===== src/rtl/pcecd_pkg.sv =====
// Shared definitions for the PC Engine CD SCSI target engine:
// bus phase codes, status bytes and command-group lengths.
package pcecd_pkg;

  typedef enum logic [2:0] {
    BUS_FREE   = 3'd0,
    COMMAND    = 3'd1,
    DATA_IN    = 3'd2,
    STATUS     = 3'd3,
    MESSAGE_IN = 3'd4
  } phase_e;

  localparam logic [7:0] STATUS_GOOD  = 8'h00;
  localparam logic [7:0] STATUS_CHECK = 8'h02;

  localparam logic [3:0] CMD_LEN_G0 = 4'd6;
  localparam logic [3:0] CMD_LEN_G1 = 4'd10;

  // Group 0 opcodes are 6-byte CDBs, all others are 10 bytes.
  function automatic logic [3:0] cmd_len_f(
    input logic [2:0] grp
  );
    return (grp == 3'd0) ? CMD_LEN_G0 : CMD_LEN_G1;
  endfunction

endpackage


===== src/rtl/pcecd_byte_fifo.sv =====
// DATA_IN byte buffer: push/pop/flush with full/empty and
// a drain flag for the pop that leaves the buffer empty.
module pcecd_byte_fifo #(
  parameter int DATA_W     = 8,
  parameter int FIFO_DEPTH = 16,
  parameter int FIFO_AW    = $clog2(FIFO_DEPTH)
) (
  input  logic              clk,
  input  logic              rst_n,
  input  logic              flush_i,
  input  logic              push_i,
  input  logic [DATA_W-1:0] wdata_i,
  input  logic              pop_i,
  output logic [DATA_W-1:0] head_o,
  output logic              full_o,
  output logic              empty_o,
  output logic              drain_o
);

  localparam logic [FIFO_AW:0] DEPTH_C = FIFO_DEPTH[FIFO_AW:0];
  localparam logic [FIFO_AW:0] ONE_C   = {{FIFO_AW{1'b0}}, 1'b1};

  logic [DATA_W-1:0]  mem_q [FIFO_DEPTH];
  logic [FIFO_AW-1:0] wr_q, wr_d;
  logic [FIFO_AW-1:0] rd_q, rd_d;
  logic [FIFO_AW:0]   cnt_q, cnt_d;
  logic               push_ok, pop_ok;

  assign full_o  = (cnt_q == DEPTH_C);
  assign empty_o = (cnt_q == '0);
  assign push_ok = push_i & ~full_o;
  assign pop_ok  = pop_i & ~empty_o;
  assign drain_o = pop_ok & ~push_ok
                 & (cnt_q == ONE_C);
  assign head_o  = mem_q[rd_q];

  always_comb begin
    wr_d  = wr_q;
    rd_d  = rd_q;
    cnt_d = cnt_q;
    if (flush_i) begin
      wr_d  = '0;
      rd_d  = '0;
      cnt_d = '0;
    end else begin
      if (push_ok) wr_d = wr_q + 1'b1;
      if (pop_ok)  rd_d = rd_q + 1'b1;
      unique case ({push_ok, pop_ok})
        2'b10:   cnt_d = cnt_q + ONE_C;
        2'b01:   cnt_d = cnt_q - ONE_C;
        default: cnt_d = cnt_q;
      endcase
    end
  end

  always_ff @(posedge clk or negedge rst_n) begin
    if (!rst_n) begin
      wr_q  <= '0;
      rd_q  <= '0;
      cnt_q <= '0;
    end else begin
      wr_q  <= wr_d;
      rd_q  <= rd_d;
      cnt_q <= cnt_d;
    end
  end

  always_ff @(posedge clk) begin
    if (push_ok && !flush_i) mem_q[wr_q] <= wdata_i;
  end

endmodule


===== src/rtl/pcecd_scsi_target.sv =====
// CD-drive side SCSI bus-phase engine with REQ/ACK handshakes.
// Define PCECD_SCSI_INSYNC_EN to 2-flop synchronise sel/ack/rst.
module pcecd_scsi_target
  import pcecd_pkg::*;
#(
  parameter int DATA_W     = 8,
  parameter int CMD_MAX    = 10,
  parameter int FIFO_DEPTH = 16,
  parameter int FIFO_AW    = $clog2(FIFO_DEPTH)
) (
  input  logic                      clk,
  input  logic                      reset,
  input  logic                      bus_sel,
  input  logic                      bus_ack,
  input  logic                      bus_rst,
  input  logic [DATA_W-1:0]         db_in,
  output logic [DATA_W-1:0]         db_out,
  output logic                      bsy,
  output logic                      req,
  output logic                      msg,
  output logic                      cd,
  output logic                      io,
  output logic                      cmd_valid,
  output logic [CMD_MAX*DATA_W-1:0] cmd_bytes,
  output logic [3:0]                cmd_len,
  input  logic                      data_push,
  input  logic [DATA_W-1:0]         data_wdata,
  output logic                      data_full,
  input  logic                      xfer_done,
  input  logic [DATA_W-1:0]         status_byte,
  input  logic [DATA_W-1:0]         msg_byte,
  output logic                      irq_data_ready,
  output logic                      irq_done,
  output logic [2:0]                phase
);

  logic sel_s, ack_s, rst_s;

`ifdef PCECD_SCSI_INSYNC_EN
  logic [2:0] sync1_q, sync2_q;

  always_ff @(posedge clk or negedge reset) begin
    if (!reset) begin
      sync1_q <= '0;
      sync2_q <= '0;
    end else begin
      sync1_q <= {bus_rst, bus_ack, bus_sel};
      sync2_q <= sync1_q;
    end
  end

  assign {rst_s, ack_s, sel_s} = sync2_q;
`else
  assign {rst_s, ack_s, sel_s} = {bus_rst, bus_ack, bus_sel};
`endif

  phase_e                    phase_q, phase_d;
  logic                      req_q, req_d;
  logic [3:0]                idx_q, idx_d;
  logic [3:0]                len_q, len_d;
  logic [3:0]                len_now;
  logic [CMD_MAX*DATA_W-1:0] cmd_q, cmd_d;
  logic                      last_q, last_d;
  logic                      cmdv_q, cmdv_d;
  logic                      pend_q, pend_d;
  logic                      sent_q, sent_d;
  logic [DATA_W-1:0]         stat_q, stat_d;
  logic [DATA_W-1:0]         msgb_q, msgb_d;
  logic                      irq_rdy_q, irq_rdy_d;
  logic                      irq_done_q, irq_done_d;
  logic                      hs, pop, flush;
  logic [DATA_W-1:0]         fifo_head;
  logic                      fifo_empty, fifo_drain;

  assign hs = req_q & ack_s;

  pcecd_byte_fifo #(
    .DATA_W     (DATA_W),
    .FIFO_DEPTH (FIFO_DEPTH),
    .FIFO_AW    (FIFO_AW)
  ) u_fifo (
    .clk     (clk),
    .rst_n   (reset),
    .flush_i (flush),
    .push_i  (data_push),
    .wdata_i (data_wdata),
    .pop_i   (pop),
    .head_o  (fifo_head),
    .full_o  (data_full),
    .empty_o (fifo_empty),
    .drain_o (fifo_drain)
  );

  always_comb begin
    phase_d    = phase_q;
    req_d      = req_q;
    idx_d      = idx_q;
    len_d      = len_q;
    len_now    = len_q;
    cmd_d      = cmd_q;
    last_d     = last_q;
    cmdv_d     = 1'b0;
    pend_d     = pend_q;
    sent_d     = sent_q;
    stat_d     = stat_q;
    msgb_d     = msgb_q;
    irq_rdy_d  = 1'b0;
    irq_done_d = 1'b0;
    pop        = 1'b0;
    flush      = 1'b0;
    if (rst_s) begin
      phase_d = BUS_FREE;
      req_d   = 1'b0;
      idx_d   = '0;
      last_d  = 1'b0;
      pend_d  = 1'b0;
      sent_d  = 1'b0;
      flush   = 1'b1;
    end else begin
      unique case (phase_q)
        BUS_FREE: begin
          if (sel_s) begin
            phase_d = COMMAND;
            req_d   = ~ack_s;
            idx_d   = '0;
            last_d  = 1'b0;
            pend_d  = 1'b0;
            sent_d  = 1'b0;
          end
        end
        COMMAND: begin
          if (hs) begin
            req_d = 1'b0;
            if (idx_q == '0) begin
              len_now = cmd_len_f(db_in[7:5]);
              len_d   = len_now;
            end
            for (int i = 0; i < CMD_MAX; i++) begin
              if (idx_q == 4'(i))
                cmd_d[i*DATA_W +: DATA_W] = db_in;
            end
            idx_d = idx_q + 4'd1;
            if (idx_d == len_now) last_d = 1'b1;
          end else if (last_q) begin
            last_d  = 1'b0;
            cmdv_d  = 1'b1;
            phase_d = DATA_IN;
          end else if (!req_q && !ack_s) begin
            req_d = 1'b1;
          end
        end
        DATA_IN: begin
          if (xfer_done) begin
            pend_d = 1'b1;
            stat_d = status_byte;
            msgb_d = msg_byte;
          end
          // Leave only once the last byte's REQ has dropped.
          if (hs) begin
            req_d     = 1'b0;
            pop       = 1'b1;
            irq_rdy_d = fifo_drain;
          end else if (!req_q && fifo_empty
                       && (pend_q || xfer_done)) begin
            phase_d = STATUS;
            pend_d  = 1'b0;
          end else if (!req_q && !ack_s && !fifo_empty) begin
            req_d = 1'b1;
          end
        end
        STATUS: begin
          if (hs) begin
            req_d   = 1'b0;
            sent_d  = 1'b0;
            phase_d = MESSAGE_IN;
          end else if (!req_q && !ack_s) begin
            req_d = 1'b1;
          end
        end
        MESSAGE_IN: begin
          if (hs) begin
            req_d  = 1'b0;
            sent_d = 1'b1;
          end else if (sent_q) begin
            if (!ack_s) begin
              phase_d    = BUS_FREE;
              sent_d     = 1'b0;
              irq_done_d = 1'b1;
            end
          end else if (!req_q && !ack_s) begin
            req_d = 1'b1;
          end
        end
        default: phase_d = BUS_FREE;
      endcase
    end
  end

  always_ff @(posedge clk or negedge reset) begin
    if (!reset) begin
      phase_q    <= BUS_FREE;
      req_q      <= 1'b0;
      idx_q      <= '0;
      len_q      <= '0;
      cmd_q      <= '0;
      last_q     <= 1'b0;
      cmdv_q     <= 1'b0;
      pend_q     <= 1'b0;
      sent_q     <= 1'b0;
      stat_q     <= DATA_W'(STATUS_GOOD);
      msgb_q     <= '0;
      irq_rdy_q  <= 1'b0;
      irq_done_q <= 1'b0;
    end else begin
      phase_q    <= phase_d;
      req_q      <= req_d;
      idx_q      <= idx_d;
      len_q      <= len_d;
      cmd_q      <= cmd_d;
      last_q     <= last_d;
      cmdv_q     <= cmdv_d;
      pend_q     <= pend_d;
      sent_q     <= sent_d;
      stat_q     <= stat_d;
      msgb_q     <= msgb_d;
      irq_rdy_q  <= irq_rdy_d;
      irq_done_q <= irq_done_d;
    end
  end

  always_comb begin
    db_out = '0;
    unique case (phase_q)
      DATA_IN:    db_out = fifo_empty ? '0 : fifo_head;
      STATUS:     db_out = stat_q;
      MESSAGE_IN: db_out = msgb_q;
      default:    db_out = '0;
    endcase
  end

  assign bsy            = (phase_q != BUS_FREE);
  assign cd             = (phase_q == COMMAND)
                        | (phase_q == STATUS)
                        | (phase_q == MESSAGE_IN);
  assign io             = (phase_q == DATA_IN)
                        | (phase_q == STATUS)
                        | (phase_q == MESSAGE_IN);
  assign msg            = (phase_q == MESSAGE_IN);
  assign req            = req_q;
  assign cmd_valid      = cmdv_q;
  assign cmd_bytes      = cmd_q;
  assign cmd_len        = len_q;
  assign irq_data_ready = irq_rdy_q;
  assign irq_done       = irq_done_q;
  assign phase          = phase_q;

endmodule


===== config.mk =====
export PLATFORM = sky130hd
export DESIGN_NAME = pcecd_scsi_target
export DESIGN_NICKNAME = d
export VERILOG_FILES = /design/src/rtl/pcecd_pkg.sv /design/src/rtl/pcecd_byte_fifo.sv /design/src/rtl/pcecd_scsi_target.sv
export SDC_FILE = /design/constraint.sdc
export NUM_CORES = 1
export LEC_CHECK = 0
export CAP_MARGIN = 20
export CORE_MARGIN = 5
export CORE_UTILIZATION = 61
export CTS_BUF_LIST = sky130_fd_sc_hd__clkbuf_8
export DETAILED_ROUTE_END_ITERATION = 6
export GPL_TIMING_DRIVEN = 1
export PLACE_DENSITY = 0.85
export REMOVE_ABC_BUFFERS = 1
export SETUP_SLACK_MARGIN = 0.02
export SYNTH_ARGS = -nofsm -noshare
export SYNTH_HDL_FRONTEND = slang
export SYNTH_HIERARCHICAL = 1
export SYNTH_SLANG_ARGS = --single-unit
export TNS_END_PERCENT = 50

===== constraint.sdc =====
create_clock -name clk -period 7.9 [get_ports clk]
set_input_delay 1.58 -clock clk [delete_from_list [all_inputs] [get_ports clk]]
set_output_delay 1.58 -clock clk [all_outputs]
set_load 0.005 [all_outputs]

==> results.toml, run 1 <==
[drt]
avgViaCountPerCell = 6.117
drc_errors = 1
first_pass_iters = 7
drt-wirelength-per-cell_um = 23.47
detailroute.via_count = 6839
drt_wl_total_mm = 26.24
iteration_0_drc_count_of_the_detailed_router = 645
detail-route-antenna-nets = 0

[critical_path]
startpoint_type = "flop"
cp-end-kind = "output port"
worst_ep_arrival_time_ps = 3810
path_max_fanout = 20
critical_path_class = "flop to output port"
rrSetupSlack_ps = 4740
timing.critical_path.required_ps = 6320
slowest_stage = "sky130_fd_sc_hd__nor2b_1"
slowest_delay_ps = 920
worstPathCellList = "nor2b_1 > a221oi_1 > a22oi_1 > nand2_1 > a222oi_1 > inv_1 > clkdlybuf4s50_1"

[cells_and_area]
finish.instance_area_um2 = 13110
final_net_count = 914
flow.area_growth_from_synthesis_pct = 21.52
drive_above_1_share_pct = 20.38
multi_input_area_um2 = 3487
layout.filler_cells = 990
final_cell_count_no_fill = 1118
antennaDiodeCount = 0
sequential_cell_area_um2 = 7023

[sta]
report.final.slew_viol_count = 0
final.setup.tns_ps = 0
grt_setup_unrepaired = "no"
period_minus_slack_ps = 5386
worst_slew_pin_slew_ps = 1014
clock-skew-final_ps = 35.76
worst_slew_margin_rel_pct = 31.91
timing.fmax_ghz = 0.1857
setup_violations = 0
hold_violations_final = 0
final_min_period_over_clock_period_pct = 68.18
final_critical_path_setup_slack_ps = 2514

[clock_tree]
clk_path_buf_depth = 3
post_cts_gate_resize_count = 0
cts.root.buffer_cell = "sky130_fd_sc_hd__clkbuf_8"
worst_setup_hold_path_clk_slew_ps = 70
clock_latency_ps = 560
cts-htree-levels = 2
clkSinkCount = 255
number_of_buffers_inserted_for_hold_repair_after_clock_tree_synthesis = 0
tritoncts_clock_tree = "built"
post-cts-setup-buffers = 0
cts_made_buffers = 40

[power_and_ir_drop]
areal_power_density_over_the_cells_nw_per_um2 = 202.0
ir_worst_vdd_mv = 0.1727
p_leak_nw = 5.375

[grt]
first_global_vias = 7293
overflow = 0
antenna_found_initial = 0
global_route_wire_length_before_repair_mm = 41.45
groute.usage.overall_pct = 26.57
largest_net_degree_at_the_start_of_global_routing = 71

[yosys]
post_syn_area_um2 = 10790
synth.ff_latch_count = 255
synthesis.yosys.warnings = 6
syn_inst = 713
synth_enable_flop_cells = 128
postSynth.topFlopCell = "sky130_fd_sc_hd__edfxtp_1"
synth_cell_types = 66
synthArstFlopShare_pct = 49.80
syn_area_per_cell_um2 = 15.14
synth_sequential_area_ratio_pct = 65.07

[floorplanning]
floorplan.die_area_um2 = 20450
die_width_um = 143.0
core_region_area_um2 = 17360
floorplan.initialDensity_pct = 62.18
standard_cell_row_count = 48
die_height_um = 143.0
floorplan.io_pins = 143

[placed_design]
place_ws_ps = 3264
detailedPlacementHpwl_mm = 17.95
finalWeightedCongestion = 0.8667
port_buffers = 142
post_detailed_placement_cell_area_um2 = 12360
post-place-cells = 1045

[job]
max_cap_violations = 0

[outcome]
outcome = "complete, but fails checks"
failing_checks = "DRC"

[min_path]
min-delay-path-class = "flop to flop"
-- metal layers --
metal / wire length, um / track usage (%) / vias to the layer above
met4: 692 / 9.005 / 0
met2: 12840 / 42.46 / 383
met5: 0 / 0 / -
met1: 9718 / 34.30 / 3408
li1: - / - / 2982
met3: 2986 / 9.344 / 66
-- cells in the mapped netlist, types with 3 or more instances --
| master | count | area [um2] |
|---|---|---|
| sky130_fd_sc_hd__xnor2_1 | 6 | 52.55 |
| sky130_fd_sc_hd__buf_1 | 7 | 26.28 |
| sky130_fd_sc_hd__buf_2 | 12 | 60.06 |
| sky130_fd_sc_hd__dfrtp_1 | 127 | 3178 |
| sky130_fd_sc_hd__clkbuf_1 | 21 | 78.83 |
| sky130_fd_sc_hd__inv_1 | 23 | 86.33 |
| sky130_fd_sc_hd__nand2_1 | 33 | 123.9 |
| sky130_fd_sc_hd__and2_1 | 6 | 37.54 |
| sky130_fd_sc_hd__nor3b_1 | 3 | 22.52 |
| sky130_fd_sc_hd__nand2_4 | 4 | 45.04 |
| sky130_fd_sc_hd__a222oi_1 | 8 | 80.08 |
| sky130_fd_sc_hd__o21ai_0 | 15 | 75.07 |
| sky130_fd_sc_hd__nor2_1 | 32 | 120.1 |
| sky130_fd_sc_hd__a221oi_1 | 16 | 140.1 |
| sky130_fd_sc_hd__mux2i_1 | 33 | 330.3 |
| sky130_fd_sc_hd__a21oi_1 | 12 | 60.06 |
| sky130_fd_sc_hd__ha_1 | 12 | 150.1 |
| sky130_fd_sc_hd__edfxtp_1 | 128 | 3844 |
| sky130_fd_sc_hd__mux2_2 | 89 | 1002 |
| sky130_fd_sc_hd__nor2b_1 | 5 | 31.28 |
| sky130_fd_sc_hd__a22oi_1 | 8 | 60.06 |
| sky130_fd_sc_hd__nand2b_1 | 5 | 31.28 |
| sky130_fd_sc_hd__nor3_1 | 13 | 65.06 |
| sky130_fd_sc_hd__mux4_2 | 16 | 360.4 |
| sky130_fd_sc_hd__and3_1 | 3 | 18.77 |
| sky130_fd_sc_hd__mux2_1 | 12 | 135.1 |
| sky130_fd_sc_hd__o31ai_1 | 4 | 30.03 |
| sky130_fd_sc_hd__xor2_1 | 7 | 61.31 |
| sky130_fd_sc_hd__nand3_1 | 10 | 50.05 |
| sky130_fd_sc_hd__or3_1 | 3 | 18.77 |
-- stage by stage --
stage | util [%] | power, mW | hold WS (ps)
after CTS | 75.53 | 2.668 | 500.5
after global placement | 71.22 | 1.620 | 473.2
after global routing | 75.56 | 2.751 | 521.4
after floorplan | - | 1.520 | 478.3
after detailed placement | 71.22 | 1.630 | 484.8
final | 75.56 | 2.649 | 496.4
-- final cells by class --
type	count	share of cell area [%]
clock buffers	41	4.303
clock inverters	31	1.393
inverters	25	0.7537
multi-input cells	391	26.59
flip-flops and latches	255	53.55
well taps	225	2.147
repair buffers	150	11.26
-- sequential cells by signal, summed over array words and instances, names as in the netlist, 4 cells and up --
register      flops
msgb_q            8
u_fifo/rd_q       4
idx_q             4
cmd_len           4
u_fifo/cnt_q      5
u_fifo/wr_q       4
stat_q            8
u_fifo/mem_q    128
cmd_bytes        80
-- cell usage in the layout, fill, tap and decap left out, types with 2 or more instances in the layout --
cell                              count
sky130_fd_sc_hd__nand2_4              4
sky130_fd_sc_hd__nand2_1             33
sky130_fd_sc_hd__nor3_1              13
sky130_fd_sc_hd__nand3_1             10
sky130_fd_sc_hd__mux4_2              16
sky130_fd_sc_hd__nand2b_1             5
sky130_fd_sc_hd__and3_1               3
sky130_fd_sc_hd__buf_4                8
sky130_fd_sc_hd__mux2_1              12
sky130_fd_sc_hd__nor2b_1              5
sky130_fd_sc_hd__xor2_1               7
sky130_fd_sc_hd__mux2_2              89
sky130_fd_sc_hd__bufinv_16            2
sky130_fd_sc_hd__nand4_1              2
sky130_fd_sc_hd__o31ai_1              4
sky130_fd_sc_hd__or3_1                3
sky130_fd_sc_hd__clkinv_1             6
sky130_fd_sc_hd__and2_1               6
sky130_fd_sc_hd__ha_1                12
sky130_fd_sc_hd__o21ai_0             15
sky130_fd_sc_hd__nor2_1              32
sky130_fd_sc_hd__nor3b_1              3
sky130_fd_sc_hd__a221oi_1            16
sky130_fd_sc_hd__or2_2                2
sky130_fd_sc_hd__a222oi_1             8
sky130_fd_sc_hd__inv_1               40
sky130_fd_sc_hd__xnor2_1              6
sky130_fd_sc_hd__edfxtp_1           128
sky130_fd_sc_hd__a21oi_1             12
sky130_fd_sc_hd__nor4b_4              2
sky130_fd_sc_hd__dfrtp_1            126
sky130_fd_sc_hd__clkbuf_8            41
sky130_fd_sc_hd__clkinvlp_4           2
sky130_fd_sc_hd__o2111ai_1            2
sky130_fd_sc_hd__a22oi_1              8
sky130_fd_sc_hd__clkinv_2             5
sky130_fd_sc_hd__clkdlybuf4s50_1    141
sky130_fd_sc_hd__mux2i_1             33
-- final timing paths --
path                                      start                   to  depth (start not counted)
worst max-delay path             u_fifo/rd_q[1]            db_out[1]                          7
worst min-delay path              cmd_bytes[45]        cmd_bytes[45]                          1
worst max register to register  u_fifo/cnt_q[0]  u_fifo/mem_q[12][0]                          7
worst min register to register    cmd_bytes[45]        cmd_bytes[45]                          1
max in group asynchronous                 reset       u_fifo/rd_q[0]                          2
min in group asynchronous                 reset        cmd_bytes[41]                          1
-- critical path: cells and delay by family (launching register included) --
family          cells  cell delay [ps]
compound gates      3              970
buf+inv             2              540
flops               1              700
simple gates        2             1040
-- kinds of logic after synthesis --
logic type,after synthesis,share of synthesized area [%]
compound gates,84,6.052
xor+xnor,13,1.055
fa+ha+maj,12,1.391
buf+inv,67,2.620
flops,255,65.07
mux,151,17.08
simple gates,131,6.736
-- where the power goes --
part	total, mW	switching (mW)	internal, mW
logic	0.164	0.0836	0.0801
registers	1.44	0.0200	1.42
clock network	1.04	0.495	0.549
Power figures use the tool's default switching activity.
==> inputs of run 2 (changes only) <==
Settings changed: CORE_UTILIZATION 61 to 57, PLACE_DENSITY 0.85 to 0.8.
Clock period 7.9 ns to 5.2 ns, I/O delays scaled along.
==> run 2 against run 1 <==
Compared with the run above:
- die area increased by 6.5%
- utilization decreased by 5.0 points
- global-route usage decreased by 3.1 points
- setup slack got worse by 2200 ps
- largest power group unchanged
- highest routed layer unchanged
- wire length decreased by 5.1%
- count of clock-buffer cells in the layout increased by 5
- combinational power increased by 49%
- hold slack got worse by 71 ps
- critical path depth unchanged
- the run still ends with DRC left
- critical path type unchanged
- sequential power increased by 52%
- clock power increased by 51%
==> results.toml, run 2 (same netlist as run 1, synthesis figures left out) <==
[floorplanning]
die_width_um = 147.6
floorplan.initialDensity_pct = 57.89
floorplan.io_pins = 143
floorplan.die_area_um2 = 21780
core_region_area_um2 = 18640
standard_cell_row_count = 50
die_height_um = 147.6

[drt]
drt-wirelength-per-cell_um = 22.09
first_pass_iters = 7
detail-route-antenna-nets = 0
avgViaCountPerCell = 5.925
drc_errors = 3
detailroute.via_count = 6678
iteration_0_drc_count_of_the_detailed_router = 483
drt_wl_total_mm = 24.89

[placed_design]
port_buffers = 142
finalWeightedCongestion = 0.8684
detailedPlacementHpwl_mm = 17.02
place_ws_ps = 1036
post-place-cells = 1056

[cells_and_area]
layout_common_cells = "sky130_fd_sc_hd__clkdlybuf4s50_1 (141), sky130_fd_sc_hd__edfxtp_1 (128), sky130_fd_sc_hd__dfrtp_1 (126), sky130_fd_sc_hd__mux2_2 (89), sky130_fd_sc_hd__clkbuf_8 (46)"
drive_above_1_share_pct = 20.60
final_cell_count_no_fill = 1127
layout.filler_cells = 1229
most_common_cell_after_layout_fill_and_taps_aside = "sky130_fd_sc_hd__clkdlybuf4s50_1"
antennaDiodeCount = 0
regMostFlops = "u_fifo/mem_q"
final_net_count = 916
postLayoutCoreUtil_pct = 70.55
largest_register_ffs = 128
flow.area_growth_from_synthesis_pct = 21.88

[clock_tree]
clk_path_buf_depth = 3
worst_setup_hold_path_clk_slew_ps = 60
cts_made_buffers = 41
cts-htree-levels = 2
cts.root.buffer_cell = "sky130_fd_sc_hd__clkbuf_8"
clock_latency_ps = 550
post-cts-setup-buffers = 0
number_of_buffers_inserted_for_hold_repair_after_clock_tree_synthesis = 0
post_cts_gate_resize_count = 0
clkSinkCount = 255
tritoncts_clock_tree = "built"

[critical_path]
worst_ep_arrival_time_ps = 3870
cp-startpoint = "u_fifo/rd_q[1]"
startpoint_type = "flop"
worstReg2RegStart = "u_fifo/cnt_q[0]"
critical_path_class = "flop to output port"
timing.critical_path.required_ps = 4160
cp-end-kind = "output port"
path_max_fanout = 20

[sta]
clock-skew-final_ps = 26.62
final_min_period_over_clock_period_pct = 94.49
report.final.slew_viol_count = 0
final_critical_path_setup_slack_ps = 286.4
setup_violations = 0
worst_slew_margin_rel_pct = 27.73
timing.fmax_ghz = 0.2035
hold_violations_final = 0
grt_setup_unrepaired = "no"
period_minus_slack_ps = 4914
worst_slew_pin_slew_ps = 1082
final.setup.tns_ps = 0

[grt]
overflow = 0
largest_net_degree_at_the_start_of_global_routing = 64
groute.usage.overall_pct = 23.49
antenna_found_initial = 0
first_global_vias = 7294
global_route_wire_length_before_repair_mm = 40.45

[min_path]
min-delay-path-class = "input pin to asynchronous set/reset pin"

[power_and_ir_drop]
areal_power_density_over_the_cells_nw_per_um2 = 304.4
p_total_mw = 4.004
ir_worst_vdd_mv = 0.2164
p_leak_nw = 5.396

[job]
max_cap_violations = 0

[outcome]
outcome = "complete, but fails checks"
failing_checks = "DRC"
## run 2: cell count changes in the layout (fill, tap and decap cells not counted), sizes merged
cell,change
bufinv,-2
clkinv,-5
inv,+3
clkinvlp,-2
buf,+1
clkbuf,+5
## run 2: layer usage
layer	track usage (%)	vias to the layer above	share of wire [%]
met1	30.53	3362	40
met5	0	-	0
met3	8.614	47	9.6
li1	-	2981	-
met4	6.710	0	2.1
met2	37.58	288	48
## run 2: area by class of cell
class	instances	area, um2	area share [%]
Inverter	25	98.84	0.7515
Clock buffer	46	633.1	4.814
Sequential cell	255	7023	53.40
Multi-Input combinational cell	391	3487	26.51
Timing Repair Buffer	151	1496	11.38
Tap cell	234	292.8	2.226
Clock inverter	25	121.4	0.9228
## run 2: path summary, 6_finish.rpt
kind | endpoint | slack [ps] | depth (start not counted)
worst max register to register | u_fifo/mem_q[12][0] | 2190 | 7
worst max-delay path | db_out[7] | 290 | 7
worst min-delay path | u_fifo/rd_q[3] | 430 | 1
worst min register to register | cmd_bytes[42] | 510 | 1
min in group clk | cmd_bytes[42] | 510 | 1
max in group asynchronous | cmd_bytes[69] | 3610 | 2
## run 2: metrics by stage
step	area, um2	hold slack [ps]
floorplan	10610	478.3
global placement	12390	477.8
detailed placement	12400	482.3
CTS	13150	407.8
global route	13150	447.4
finish	13150	425.7
## run 2: power by group
| group | leakage, nW | internal [mW] | switching, mW |
|---|---|---|---|
| sequential | 2.90 | 2.16 | 0.0292 |
| clock | 0.455 | 0.814 | 0.755 |
| combinational | 2.04 | 0.122 | 0.122 |
| total | 5.40 | 3.10 | 0.906 |
## run 2: worst max-delay path: stages (launching register included)
cell	delay, ps
sky130_fd_sc_hd__dfrtp_1	720
sky130_fd_sc_hd__nor2b_1	990
sky130_fd_sc_hd__a221oi_1	350
sky130_fd_sc_hd__a22oi_1	270
sky130_fd_sc_hd__nand2_1	100
sky130_fd_sc_hd__a222oi_1	340
sky130_fd_sc_hd__inv_1	90
sky130_fd_sc_hd__clkdlybuf4s50_1	450
